--- config.mk ---
export PLATFORM = sky130hd
export DESIGN_NAME = alu_share_arbiter
export DESIGN_NICKNAME = d
export VERILOG_FILES = /design/src/rtl/alu_pkg.sv /design/src/rtl/alu_core.sv /design/src/rtl/alu_share_arbiter.sv
export SDC_FILE = /design/constraint.sdc
export NUM_CORES = 1
export LEC_CHECK = 0
export ABC_AREA = 1
export CORE_ASPECT_RATIO = 1.75
export CORE_MARGIN = 5
export CORE_UTILIZATION = 31
export CTS_CLUSTER_SIZE = 25
export DETAILED_ROUTE_END_ITERATION = 6
export GPL_TIMING_DRIVEN = 1
export SLEW_MARGIN = 40
export SYNTH_ARGS = -nofsm -noshare
export SYNTH_HDL_FRONTEND = slang
export SYNTH_SLANG_ARGS = --single-unit
--- constraint.sdc ---
create_clock -name clock -period 7.1 [get_ports clock]
set_clock_uncertainty 0.05 [all_clocks]
set_input_delay 1.42 -clock clock [delete_from_list [all_inputs] [get_ports clock]]
set_output_delay 1.42 -clock clock [all_outputs]
set_load 0.03 [all_outputs]
--- src/rtl/alu_pkg.sv ---
// Shared widths and opcode encodings for the shared-ALU arbiter and its arithmetic core.
package alu_pkg;

  localparam int WIDTH   = 32;
  localparam int OP_W    = 5;
  localparam int SHAMT_W = 5;

  localparam logic [OP_W-1:0] OP_ADD = 5'b00000;
  localparam logic [OP_W-1:0] OP_SUB = 5'b00001;
  localparam logic [OP_W-1:0] OP_AND = 5'b00010;
  localparam logic [OP_W-1:0] OP_OR  = 5'b00011;
  localparam logic [OP_W-1:0] OP_SLL = 5'b00100;
  localparam logic [OP_W-1:0] OP_SRA = 5'b00101;

endpackage

--- src/rtl/alu_core.sv ---
// Purely combinational integer ALU: (op, a, b, shamt) -> (result, signed overflow).
module alu_core
  import alu_pkg::*;
(
  input  logic [OP_W-1:0]    op,
  input  logic [WIDTH-1:0]   a,
  input  logic [WIDTH-1:0]   b,
  input  logic [SHAMT_W-1:0] shamt,
  output logic [WIDTH-1:0]   result,
  output logic               ovf
);

  logic [WIDTH-1:0] b_eff_s;
  logic [WIDTH-1:0] sum_s;

  // Operand conditioning and result selection
  always_comb begin
    b_eff_s = b;
    if (op == OP_SUB) begin
      b_eff_s = ~b + {{(WIDTH-1){1'b0}}, 1'b1};
    end else begin
      b_eff_s = b;
    end
    sum_s  = a + b_eff_s;
    result = {WIDTH{1'b0}};
    ovf    = 1'b0;
    case (op)
      OP_ADD, OP_SUB: begin
        result = sum_s;
        // Overflow: both addends share a sign that the sum does not
        ovf    = (a[WIDTH-1] == b_eff_s[WIDTH-1]) && (sum_s[WIDTH-1] != a[WIDTH-1]);
      end
      OP_AND:  result = a & b;
      OP_OR:   result = a | b;
      OP_SLL:  result = a << shamt;
      OP_SRA:  result = $unsigned($signed(a) >>> shamt);
      default: begin
        result = {WIDTH{1'b0}};
        ovf    = 1'b0;
      end
    endcase
  end

endmodule

--- src/rtl/alu_share_arbiter.sv ---
// Round-robin arbiter sharing one ALU between the execute stage (req0) and the plotter
// coordinate unit (req1), returning results through a single registered, id-tagged slot.
module alu_share_arbiter
  import alu_pkg::*;
(
  input  logic               clock,
  input  logic               reset,
  input  logic               req0_valid,
  output logic               req0_ready,
  input  logic [OP_W-1:0]    req0_op,
  input  logic [WIDTH-1:0]   req0_a,
  input  logic [WIDTH-1:0]   req0_b,
  input  logic [SHAMT_W-1:0] req0_shamt,
  input  logic               req1_valid,
  output logic               req1_ready,
  input  logic [OP_W-1:0]    req1_op,
  input  logic [WIDTH-1:0]   req1_a,
  input  logic [WIDTH-1:0]   req1_b,
  input  logic [SHAMT_W-1:0] req1_shamt,
  output logic               rsp_valid,
  input  logic               rsp_ready,
  output logic               rsp_id,
  output logic [WIDTH-1:0]   rsp_result,
  output logic               rsp_ovf
);

  logic               accept_s;
  logic               both_s;
  logic               gnt_valid_s;
  logic               gnt_id_s;
  logic               rr_ptr_r;
  logic [OP_W-1:0]    op_s;
  logic [WIDTH-1:0]   a_s;
  logic [WIDTH-1:0]   b_s;
  logic [SHAMT_W-1:0] shamt_s;
  logic [WIDTH-1:0]   alu_result_s;
  logic               alu_ovf_s;
  logic               rsp_valid_r;
  logic               rsp_id_r;
  logic [WIDTH-1:0]   rsp_result_r;
  logic               rsp_ovf_r;

  // Slot availability and grant decision; readys stay low while reset is held
  always_comb begin
    accept_s    = reset && (!rsp_valid_r || rsp_ready);
    both_s      = req0_valid && req1_valid;
    gnt_valid_s = req0_valid || req1_valid;
    if (both_s) begin
      gnt_id_s = rr_ptr_r;
    end else if (req1_valid) begin
      gnt_id_s = 1'b1;
    end else begin
      gnt_id_s = 1'b0;
    end
    req0_ready = accept_s && gnt_valid_s && !gnt_id_s;
    req1_ready = accept_s && gnt_valid_s && gnt_id_s;
  end

  // Operand mux in front of the single ALU instance
  always_comb begin
    if (gnt_id_s) begin
      op_s    = req1_op;
      a_s     = req1_a;
      b_s     = req1_b;
      shamt_s = req1_shamt;
    end else begin
      op_s    = req0_op;
      a_s     = req0_a;
      b_s     = req0_b;
      shamt_s = req0_shamt;
    end
  end

  alu_core u_alu_core (
    .op     (op_s),
    .a      (a_s),
    .b      (b_s),
    .shamt  (shamt_s),
    .result (alu_result_s),
    .ovf    (alu_ovf_s)
  );

  // Response slot and round-robin pointer; a stall leaves everything untouched
  always_ff @(posedge clock or negedge reset) begin
    if (!reset) begin
      rsp_valid_r  <= 1'b0;
      rsp_id_r     <= 1'b0;
      rsp_result_r <= {WIDTH{1'b0}};
      rsp_ovf_r    <= 1'b0;
      rr_ptr_r     <= 1'b0;
    end else if (accept_s) begin
      if (gnt_valid_s) begin
        rsp_valid_r  <= 1'b1;
        rsp_id_r     <= gnt_id_s;
        rsp_result_r <= alu_result_s;
        rsp_ovf_r    <= alu_ovf_s;
      end else begin
        rsp_valid_r  <= 1'b0;
      end
      // Only contested grants move the pointer, toward the side that lost
      if (both_s) begin
        rr_ptr_r <= ~gnt_id_s;
      end
    end
  end

  assign rsp_valid  = rsp_valid_r;
  assign rsp_id     = rsp_id_r;
  assign rsp_result = rsp_result_r;
  assign rsp_ovf    = rsp_ovf_r;

endmodule

Word-level counts from Yosys, hierarchy flattened
Index checks and enable logic that the tools add are counted.

Flip-flop bits (word level): 36. Output and inout bits: 37. Logic and storage cells: 44.

$add $sub $neg: 2. Eq/ne operators: 7. Shift operators: 2. Mux-type cells: 10. Bitwise operators: 4. Reductions and logical operators: 14.

Operators by type and width (number): $pmux 32 s5 (1); $mux 32 (3); $add 32x1->32 const B (1); $add 32x32->32 (1); $and 32x32->32 (1); $not 32->32 (1); $or 32x32->32 (1); $shl 32x5->32 (1); $sshr 32x5->32 (1); $eq 5x2->1 const B (2); $eq 5x3->1 const B (2); $mux 5 (2); $logic_and 1x1->1 (6); $eq 5x1->1 const B (1); $logic_not 5->1 (1); $mux 1 (4); $reduce_and 2->1 (2); $logic_not 1->1 (2); $logic_or 1x1->1 (2); $reduce_or 2->1 (1); $eq 1x1->1 (1); $ne 1x1->1 (1); $not 1->1 (1).

Depth between registers and ports, before layout
Gate-level depths: netlist of run 1.

Depth in word-level cells: 10. Depth in mapped cells: 32. Gate-level depth less buffers: 30.

By module
Synthesis of run 1 repeated with hierarchy kept, for this count alone.

Cells, all modules: 1949. Area total of the unflattened synthesis: 10122.2 um^2.

By module, submodules not included: alu_core (times used 1, cells each 1538, area an instance 7624.8 um^2, seq. area each 0.0 um^2); alu_share_arbiter (times used 1, cells each 411, area an instance 2497.4 um^2, seq. area each 900.9 um^2).

Worst setup path before layout of run 1
No wires, ideal clock.

Path type: input-to-reg. Start: input req0_valid. End: register rsp_result_r[31] (netlist: rsp_result[31]). Arrival time: 4524 ps. Data required time: 6933 ps. Slack: 2409 ps. Cell stages on the path: 29. Cell sequence: nand2_2 nand2_4 buf_6 buf_6 o21ai_4 ha_1 nand2_1 nor2_1 nand2_1 nor2_2 nand2_2 o21ai_2 o21ai_1 xor2_1 ha_1 clkbuf_1 nand2_1 a21oi_1 nor2_1 a21boi_0 nor2_1 nor2_1 nand2_1 inv_1 nand2_1 nand3_1 nand2_1 nand2_1 nand2_1.

Cells in the longest elaborated chain, start to end: 8. Elaborated cells between the ends (all ways): 24. Classes of those cells: add/sub: 2; eq/ne: 5; shift: 2; mux: 7; bitwise: 3; reduce/logical: 5.

Ends and longest elaborated chain: start: declaration (RTL line alu_share_arbiter.sv:8) `input logic req0_valid,`; $logic_and 1x1->1 (RTL line alu_share_arbiter.sv:46) `both_s = req0_valid && req1_valid;`; $mux 1 (RTL line alu_share_arbiter.sv:48) `if (both_s) begin`; $mux 32 (RTL line alu_share_arbiter.sv:61) `if (gnt_id_s) begin`; $not 32->32 (RTL line alu_core.sv:20) `b_eff_s = ~b + {{(WIDTH-1){1'b0}}, 1'b1};`; $add 32x1->32 (RTL line alu_core.sv:20); $mux 32 (RTL line alu_core.sv:19) `if (op == OP_SUB) begin`; $add 32x32->32 (RTL line alu_core.sv:24) `sum_s = a + b_eff_s;`; $pmux 32 s5 (RTL line alu_core.sv:27) `case (op)`; end signal: assignment (RTL line alu_share_arbiter.sv:88) `rsp_result_r <= {WIDTH{1'b0}};`; end signal: assignment (RTL line alu_share_arbiter.sv:95) `rsp_result_r <= alu_result_s;`; end: declaration (RTL line alu_share_arbiter.sv:40) `logic [WIDTH-1:0] rsp_result_r;`.

Parallel ways exist; a longest one is shown, timed or not. A chain may end at the register's enable or synchronous reset.

Worst setup path after layout of run 1
Start: input req0_valid. End: register rsp_result_r[24] (netlist: rsp_result[24]).

The elaborated chain is that of the path after synthesis.

==> results of run 1 <==
[power by group through the flow]
stage / logic [mW] / clock network (mW) / registers, mW
2_1_floorplan: 0.973 / 0 / 0.308
3_3_place_gp: 1.61 / 0 / 0.256
3_5_place_dp: 1.61 / 0 / 0.257
4_1_cts: 1.61 / 0.229 / 0.254
5_1_grt: 1.78 / 0.237 / 0.256
6_report: 1.64 / 0.226 / 0.253
[final timing paths]
path                                 from             end  slack [ps]  depth (start not counted)
max                            req0_valid  rsp_result[24]        1070                         26
min                        rsp_result[10]  rsp_result[10]         420                          2
max reg2reg                      rr_ptr_r  rsp_result[24]        2320                         26
min reg2reg                rsp_result[10]  rsp_result[10]         420                          2
max in group asynchronous           reset  rsp_result[21]        5530                          2
min in group asynchronous           reset       rsp_valid        1120                          2
[worst register-to-register path, cell delays in order, from the launching register on]
cell and delay, ps:
dfrtp_1 390, inv_1 110, nand2_2 110, nand2_4 430
nand2_1 100, o21ai_1 190, nand2_1 110, nor3_2 150
buf_4 260, buf_4 260, nand2_1 90, xnor2_1 140
ha_1 390, nand2_1 60, o21ai_0 160, buf_4 190
nand2_1 60, nand2_1 140, inv_1 80, o21ai_0 440
nand2_1 190, nand3_1 120, nand2_1 60, nand3_1 120
nand3_1 100, nand2_1 100, nand2_1 50
[flip-flops by register name, indices dropped and copies added, names as in the netlist]
| signal | cells |
|---|---|
| rr_ptr_r | 1 |
| rsp_id | 1 |
| rsp_ovf | 1 |
| rsp_result | 32 |
| rsp_valid | 1 |
[per-layer routing]
layer  track usage (%)  share of wire [%]  up-vias
met1              33.0                 35     6238
met3              2.71                5.8      164
met2              53.6                 50      639
met5                 0                  0        -
met4              21.8                9.2        0
li1                  -                  -     6560
[through the flow]
step	setup WS [ps]	util (%)
global route	680	38.6
global placement	865	38.1
CTS	1140	38.6
detailed placement	875	38.1
finish	1070	38.6
floorplan	2410	-
[cells in the mapped netlist, drive strengths merged, types with 7 or more instances]
master	count	area (µm²)
a21o	7	52.6
nand3b	17	128
o21ai	123	676
nor3	11	60.1
xor2	23	201
nor2	148	601
buf	59	338
nand4	24	163
nand3	354	1780
a21oi	81	417
clkbuf	30	113
nand2	753	2850
dfrtp	36	901
inv	169	634
xnor2	12	105
ha	33	413
[layout make-up]
cell class	count	share of cell area [%]
inverter	169	5.26
sequential	36	7.45
timing repair buffer	214	17.2
clock inverter	2	0.0828
multi-input combinational	1631	64.8
clock buffer	6	1.15
tap	396	4.10
[kinds of logic after synthesis]
kind of cell / share of synthesized area [%]
xor gates and xnor gates: 3.13
AOI/OAI and AO/OA: 13.9
DFF: 9.21
and+or+nand+nor: 57.7
adders and majority gates: 4.84
buffers and inverters: 11.1
muxes: 0.102
==> results.txt, run 1 <==
PwrDens: 175 nW/µm²
die area: 35300 µm²
final setup TNS: 0 ps
Final Cell Area: 12100 µm²
Root Buffer: clkbuf_16
CP endpoint kind: register
Placed Area: 11900 µm²
Cells after Synth: 1925
CTS tree: done
period utilisation layout: 84.9%
combinational share of power: 77.3%
first-pass GRT wire length: 79800 µm
DRT antenna net count: 0
WL/cell: 22.4 µm
WS Path Type: in2reg
ys async rst share: 100%
register cell area after layout: 901 µm²
max cap viols: 0
Fill cells: 3668
Core Area: 31300 µm²
most common cell after layout, fill and taps aside: nand2_1
# setup viols final: 0
Clk Latency, worst-skew pair: 290 ps
dpl hpwl: 46500 µm
worst rel slew slack: 47.9%
Mapped Area: 9780 µm²
first-pass iteration count of the detailed router: 6
Critical Path AT: 6150 ps
sequential share of the synthesized area: 9.21%
GRT Util Overall: 30.3%
Die Ht: 245 µm
worst path buffer plus inverter count: 5
via count: 13601
RSZ-0062 raised after global routing: false
clock sink total: 36
antenna violations before repair: 1
CP Data Required Time: 7230 ps
switching power: 1.24 mW
clock power share: 10.7%
cts bufs inserted: 5
Fmax achieved: 0.166 GHz
CP max stage delay: 580 ps
final std cells w/o fill: 2454
share of post-route cells with drive strength above 1: 4.37%
Placed Instances: 2445
Top FF cell, synth: dfrtp_1
H-Tree Depth: 2
vias per cell: 5.54
Post-layout nets: 2244
Synth cell types: 46
hold slack: 421 ps
Final Hold Fails: 0
Row Count: 86
Layout area overhead: 23.7%
Crit path top cell by count: nand2_1
post-route DRC violation count: 0
Synth Warn #: 0
Resize count post-CTS: 0
hold buffers post-CTS: 0
CP Launch Type: input pin
initial drt markers: 1295
worst slew pin tran: 780 ps
clk buf depth: 2
flops & latches, synth: 36
largest net degree at the start of global routing: 62
Final Power: 2.12 mW
postcts setup bufs: 0
initial core utilization: 31.2%
# IOs: 190
status: completed
sequential share of power: 12.0%
Sw Share: 58.4%
peak supply drop: 0.161 mV
Die W: 144 µm
Post-Syn Area per Cell: 5.08 µm²
fin crit period: 6030 ps
multi-input logic area: 7840 µm²
gpl congestion: 1.00
Final Slew Violations: 0
port bufs: 189
GRT overflow: 0
CP top delay family: simple AND/OR/NAND/NOR gates
slowest CP cell: clkdlybuf4s50_1
number of synthesized flops with an enable pin: 0
final wirelength: 55000 µm
number of global-route vias before repair: 13025
Leak: 6.13 nW
Hold Crit Class: reg2reg
most frequent cells in the layout: 747 x nand2_1, 352 x nand3_1, 187 x clkdlybuf4s50_1
peak fanout along the critical path: 50
Syn Nets: 2112
clock slew at reported path FFs: 50 ps
diode count: 0
P_int: 881 µW
Note: power is estimated with default switching activity, not from simulation.
==> run 2, diff against run 1 <==
Clock period 7.1 ns to 5.58 ns, I/O delays scaled along.
==> run 2 against run 1 <==
Compared with the run above:
- the run now ends with DRC left
- count of clock-buffer cells in the layout rose by 2
- critical path depth decreased by 2
- die area unchanged
- sequential share of layout area decreased by 0.24 points
- total power rose by 30%
- via count is 0.46% higher
- critical endpoint is now rsp_result[20]
- largest power group unchanged
==> results.txt, run 2 (synthesized netlist as in run 1, its figures left out) <==
dpl hpwl: 46700 µm
worst slew pin tran: 845 ps
cell count of the worst reg-to-reg path: 24
CTS tree: done
fin crit period: 5270 ps
final wirelength: 54500 µm
Root Buffer: clkbuf_16
clock sink total: 36
final std cells w/o fill: 2500
RR Startpoint: rr_ptr_r
Post-layout nets: 2290
Largest register FFs: 32
# setup viols final: 0
Final Slew Violations: 0
Hold EP: rsp_result[11]
clk buf depth: 2
initial drt markers: 1327
CP Launch Type: input pin
Worst R2R Setup Slack: 1280 ps
most common cell after layout, fill and taps aside: nand2_1
hold buffers post-CTS: 0
violated checks: DRC
Final Hold Fails: 0
vias per cell: 5.47
RSZ-0062 raised after global routing: false
WS Path Type: in2reg
largest net degree at the start of global routing: 61
worst rel slew slack: 43.6%
WL/cell: 21.8 µm
Hold Crit Class: reg2reg
RR Endpoint: rsp_result[20]
CP endpoint kind: register
GRT Util Overall: 30.1%
hold-critical path depth: 2
crit-path cells: clkdlybuf4s50_1, nand2_2, nand2_8, buf_12, nand2_1, nand2_1, nor2_1, nand2_1, nor2_2, nand2_1, inv_1, nand4_1, nand2_1, xor2_1, ha_1, buf_4, a21oi_1, o21ai_0, a21oi_1, nand3_1, o21ai_0, nand4_1, nand2_1, nand2_1
antenna violations before repair: 0
port bufs: 189
Die Ht: 245 µm
gpl congestion: 1.05
# IOs: 190
Clk Latency, worst-skew pair: 280 ps
Fmax achieved: 0.190 GHz
GRT overflow: 0
Hold Path Origin: rsp_result[11]
most frequent cells in the layout: 747 x nand2_1, 352 x nand3_1, 187 x clkdlybuf4s50_1
Die W: 144 µm
Critical Path Start: req0_valid
DRT antenna net count: 0
Crit path top cell by count: nand2_1
Layout area overhead: 27.7%
die area: 35300 µm²
CP Data Required Time: 5700 ps
peak supply drop: 0.188 mV
CP top delay family: simple AND/OR/NAND/NOR gates
max cap viols: 0
post-route DRC violation count: 7
peak fanout along the critical path: 26
Critical Path AT: 5390 ps
initial core utilization: 31.2%
via count: 13663
H-Tree Depth: 2
Core Area: 31300 µm²
period utilisation layout: 94.4%
hold slack: 424 ps
cts bufs inserted: 5
postcts setup bufs: 0
Row Count: 86
diode count: 0
status: finished, violations left
Fill cells: 3565
first-pass iteration count of the detailed router: 7
clock slew at reported path FFs: 50 ps
number of global-route vias before repair: 13297
share of post-route cells with drive strength above 1: 6.46%
PwrDens: 221 nW/µm²
worst path buffer plus inverter count: 4
Leak: 6.36 nW
slowest CP cell: clkdlybuf4s50_1
CP max stage delay: 500 ps
Resize count post-CTS: 0
Placed Instances: 2492
first-pass GRT wire length: 79800 µm
run 2: area by class of cell:
type                    instances  area, µm²  share of cell area [%]
repair buffers                260       2460                    19.7
inverters                     169        634                    5.08
clock buffers                   8        146                    1.17
multi-input cells            1631       7860                    62.9
flip-flops and latches         36        901                    7.21
well taps                     396        495                    3.97
run 2: worst max-delay path by stage:
stage	cells past startpoint	endpoint	slack (ps)
2_1_floorplan	29	rsp_result[31]	1190
5_1_grt	26	rsp_result[28]	10
3_3_place_gp	26	rsp_result[28]	-20
3_5_place_dp	26	rsp_result[28]	-40
6_report	24	rsp_result[20]	310
4_1_cts	26	rsp_result[28]	240
run 2: per-stage QoR:
step                      power (mW)  area [µm²]  setup WS [ps]  setup TNS (ps)  utilization, %
after floorplan                 1.63        9780           1190               0               -
after global placement          2.43       12300          -21.7           -21.7            39.2
after detailed placement        2.44       12300          -37.6           -54.2            39.4
after CTS                       2.73       12500            240               0            39.8
after global routing            2.97       12500           12.0               0            39.9
final                           2.76       12500            312               0            39.9
run 2: where the power goes:
part	total, mW	internal, mW	switching (mW)
Combinational	2.16	0.710	1.45
Clock	0.277	0.178	0.0988
Sequential	0.320	0.298	0.0216
Total	2.76	1.19	1.57
run 2: metal layers:
metal	wire (µm)	share of wire, %	GRT usage, %	up-vias
met5	0	0	0	-
met4	6330	12	26.4	0
met3	3150	5.8	2.48	210
met2	26200	48	52.1	683
met1	18900	35	31.9	6110
li1	-	-	-	6660
run 2: worst register-to-register path, cell delays in order (launching register included):
cell and delay, ps:
dfrtp_1 350, inv_1 70, nand2_2 170, nand2_8 150
buf_12 200, nand2_1 60, nand2_1 100, nor2_1 190
nand2_1 90, nor2_2 180, nand2_1 140, inv_1 90
nand4_1 190, nand2_1 140, xor2_1 240, ha_1 290
buf_4 160, a21oi_1 170, o21ai_0 180, a21oi_1 250
nand3_1 130, o21ai_0 180, nand4_1 250, nand2_1 130
nand2_1 50
==> run 3, diff against run 2 <==
Settings changed: ABC_AREA 1 to unset, SKIP_CTS_REPAIR_TIMING set to 1.
==> run 3 against run 2 <==
Compared with the run above:
- the flow now finishes without violations
- first-iteration DRC count decreased by 16%
- total power increased by 41%
- sequential power decreased by 6%
- die area increased by 5.0%
- critical endpoint is now rsp_result[29]
- cell area increased by 15%
- count of clock-buffer cells in the layout decreased by 2
==> results.txt, run 3 <==
crit-path cells: clkdlybuf4s50_1, or3_1, o32a_1, nor2_1, buf_4, buf_12, o21ai_0, xor2_1, ha_1, a211oi_1, o21bai_1, o31ai_1, nand2_1, a2bb2oi_2, a31o_2, a2111oi_1, o31ai_1, a21oi_1
worst path buffer plus inverter count: 3
WL/cell: 29.6 µm
slowest CP cell: clkdlybuf4s50_1
H-Tree Depth: 2
Top FF cell, synth: dfrtp_1
Post-Syn Area per Cell: 7.10 µm²
number of synthesized flops with an enable pin: 0
# IOs: 190
first-pass iteration count of the detailed router: 6
CP top delay family: compound AO/OA/AOI/OAI gates
register cell area after layout: 901 µm²
Final Power: 3.89 mW
diode count: 0
die area: 37100 µm²
WS Path Type: in2reg
Post-layout nets: 1979
clock sink total: 36
post-layout util: 43.7%
PwrDens: 271 nW/µm²
Row Count: 88
Synth cell types: 80
GRT overflow: 0
final wirelength: 65100 µm
# setup viols final: 0
multi-input logic area: 8910 µm²
period utilisation layout: 96.2%
final std cells w/o fill: 2198
fin crit period: 5370 ps
Crit path top cell by count: o31ai_1
peak supply drop: 0.255 mV
GRT Util Overall: 34.0%
RSZ-0062 raised after global routing: true
Cells after Synth: 1450
CTS tree: done
max cap viols: 0
Worst R2R Setup Slack: 960 ps
Mapped Area: 10300 µm²
Yosys top cell by area: mux2i_1
Critical Path AT: 5540 ps
ys async rst share: 100%
largest net degree at the start of global routing: 49
Hold Crit Class: reg2reg
flops & latches, synth: 36
CP Data Required Time: 5750 ps
share of post-route cells with drive strength above 1: 20.6%
Root Buffer: clkbuf_16
Die Ht: 251 µm
post-route DRC violation count: 0
most frequent cell after synthesis: nand2_1
number of global-route vias before repair: 13481
CP endpoint kind: register
Synth Warn #: 0
Placed Instances: 2190
first-pass GRT wire length: 93600 µm
status: completed
cts bufs inserted: 5
worst rel slew slack: 45.1%
DRT antenna net count: 0
most instantiated cells after synthesis: 198 x nand2_1, 154 x mux2i_1, 131 x a21oi_1
gpl congestion: 0.994
peak fanout along the critical path: 6
vias per cell: 6.05
Largest register FFs: 32
Synth top area share: 15.0%
initial drt markers: 1118
CP max stage delay: 510 ps
Final Hold Fails: 0
CP Launch Type: input pin
initial core utilization: 31.3%
clock slew at reported path FFs: 60 ps
Leak: 6.13 nW
clk buf depth: 2
worst slew pin tran: 800 ps
Fmax achieved: 0.186 GHz
Fill cells: 3443
Final Slew Violations: 0
Layout area overhead: 39.8%
most frequent cells in the layout: 249 x buf_4, 197 x nand2_1, 183 x clkdlybuf4s50_1
most common cell after layout, fill and taps aside: buf_4
via count: 13299
Clk Latency, worst-skew pair: 290 ps
port bufs: 189
antenna violations before repair: 1
Area contributors post-synth: mux2i_1 15%, dfrtp_1 8.7%, nand2_1 7.2%, mux2_2 6.7%, a21oi_1 6.4%
dpl hpwl: 54800 µm
Syn Nets: 1637
final setup TNS: 0 ps
sequential share of the synthesized area: 8.75%
Core Area: 32900 µm²
Die W: 148 µm
## run 3: changes by cell type after synthesis, moves of 29 or more
cell / delta
a21oi_1: +51
inv_1: -133
nand3_1: -322
mux2i_1: +153
nand2_1: -549
mux2_2: +61
nor2b_1: +29
## run 3: worst paths after layout
check / cells after the start / from / to
hold reg to reg: 2 / rsp_result[12] / rsp_result[12]
setup / recovery: 18 / req0_op[3] / rsp_result[29]
setup reg to reg: 18 / rr_ptr_r / rsp_result[29]
max in group asynchronous: 2 / reset / rsp_id
hold / removal: 2 / rsp_result[12] / rsp_result[12]
min in group asynchronous: 2 / reset / rsp_result[19]
## run 3: area by class of cell
| type | instances | area share, % |
|---|---|---|
| repair buffers | 441 | 26.5 |
| flip-flops and latches | 36 | 6.26 |
| well taps | 405 | 3.52 |
| multi-input cells | 1283 | 61.9 |
| clock inverters | 2 | 0.243 |
| clock buffers | 6 | 0.895 |
| inverters | 25 | 0.652 |
## run 3: metal layers
metal	vias to the layer above	GRT usage, %	wire, µm
li1	6134	-	-
met1	6402	37.2	23600
met3	161	3.34	3110
met5	-	0	13
met4	2	26.5	6570
met2	600	59.7	31800
## run 3: per-stage QoR
stage	worst slack, ps	cell area (µm²)	hold slack, ps
after CTS	-194	14300	429
after global routing	-25.2	14400	466
after global placement	-345	14100	416
final	210	14400	424
after detailed placement	-492	14200	416
after floorplan	10.2	10400	397
## run 3: logic make-up (layout without fill, tap and decap cells)
kind of cell / count (synthesis) / after routing / synth area share, %
muxes: 220 / 220 / 22.5
adders and majority gates: 54 / 54 / 6.15
AOI/OAI and AO/OA: 464 / 464 / 29.7
xor gates and xnor gates: 60 / 60 / 5.10
and+or+nand+nor: 485 / 485 / 21.6
buffers and inverters: 131 / 474 / 6.27
DFF: 36 / 36 / 8.75
## run 3: power by group
part | leakage (nW) | internal [mW] | switching, mW
Sequential | 0.493 | 0.284 | 0.0180
Combinational | 5.56 | 1.30 | 1.96
Clock | 0.0808 | 0.210 | 0.118
## run 3: tightest hold or removal path: cells and delay by family, from the launching register on
kind | cells | cell delay (ps)
AND/OR/NAND/NOR | 2 | 100
flip-flops | 1 | 340
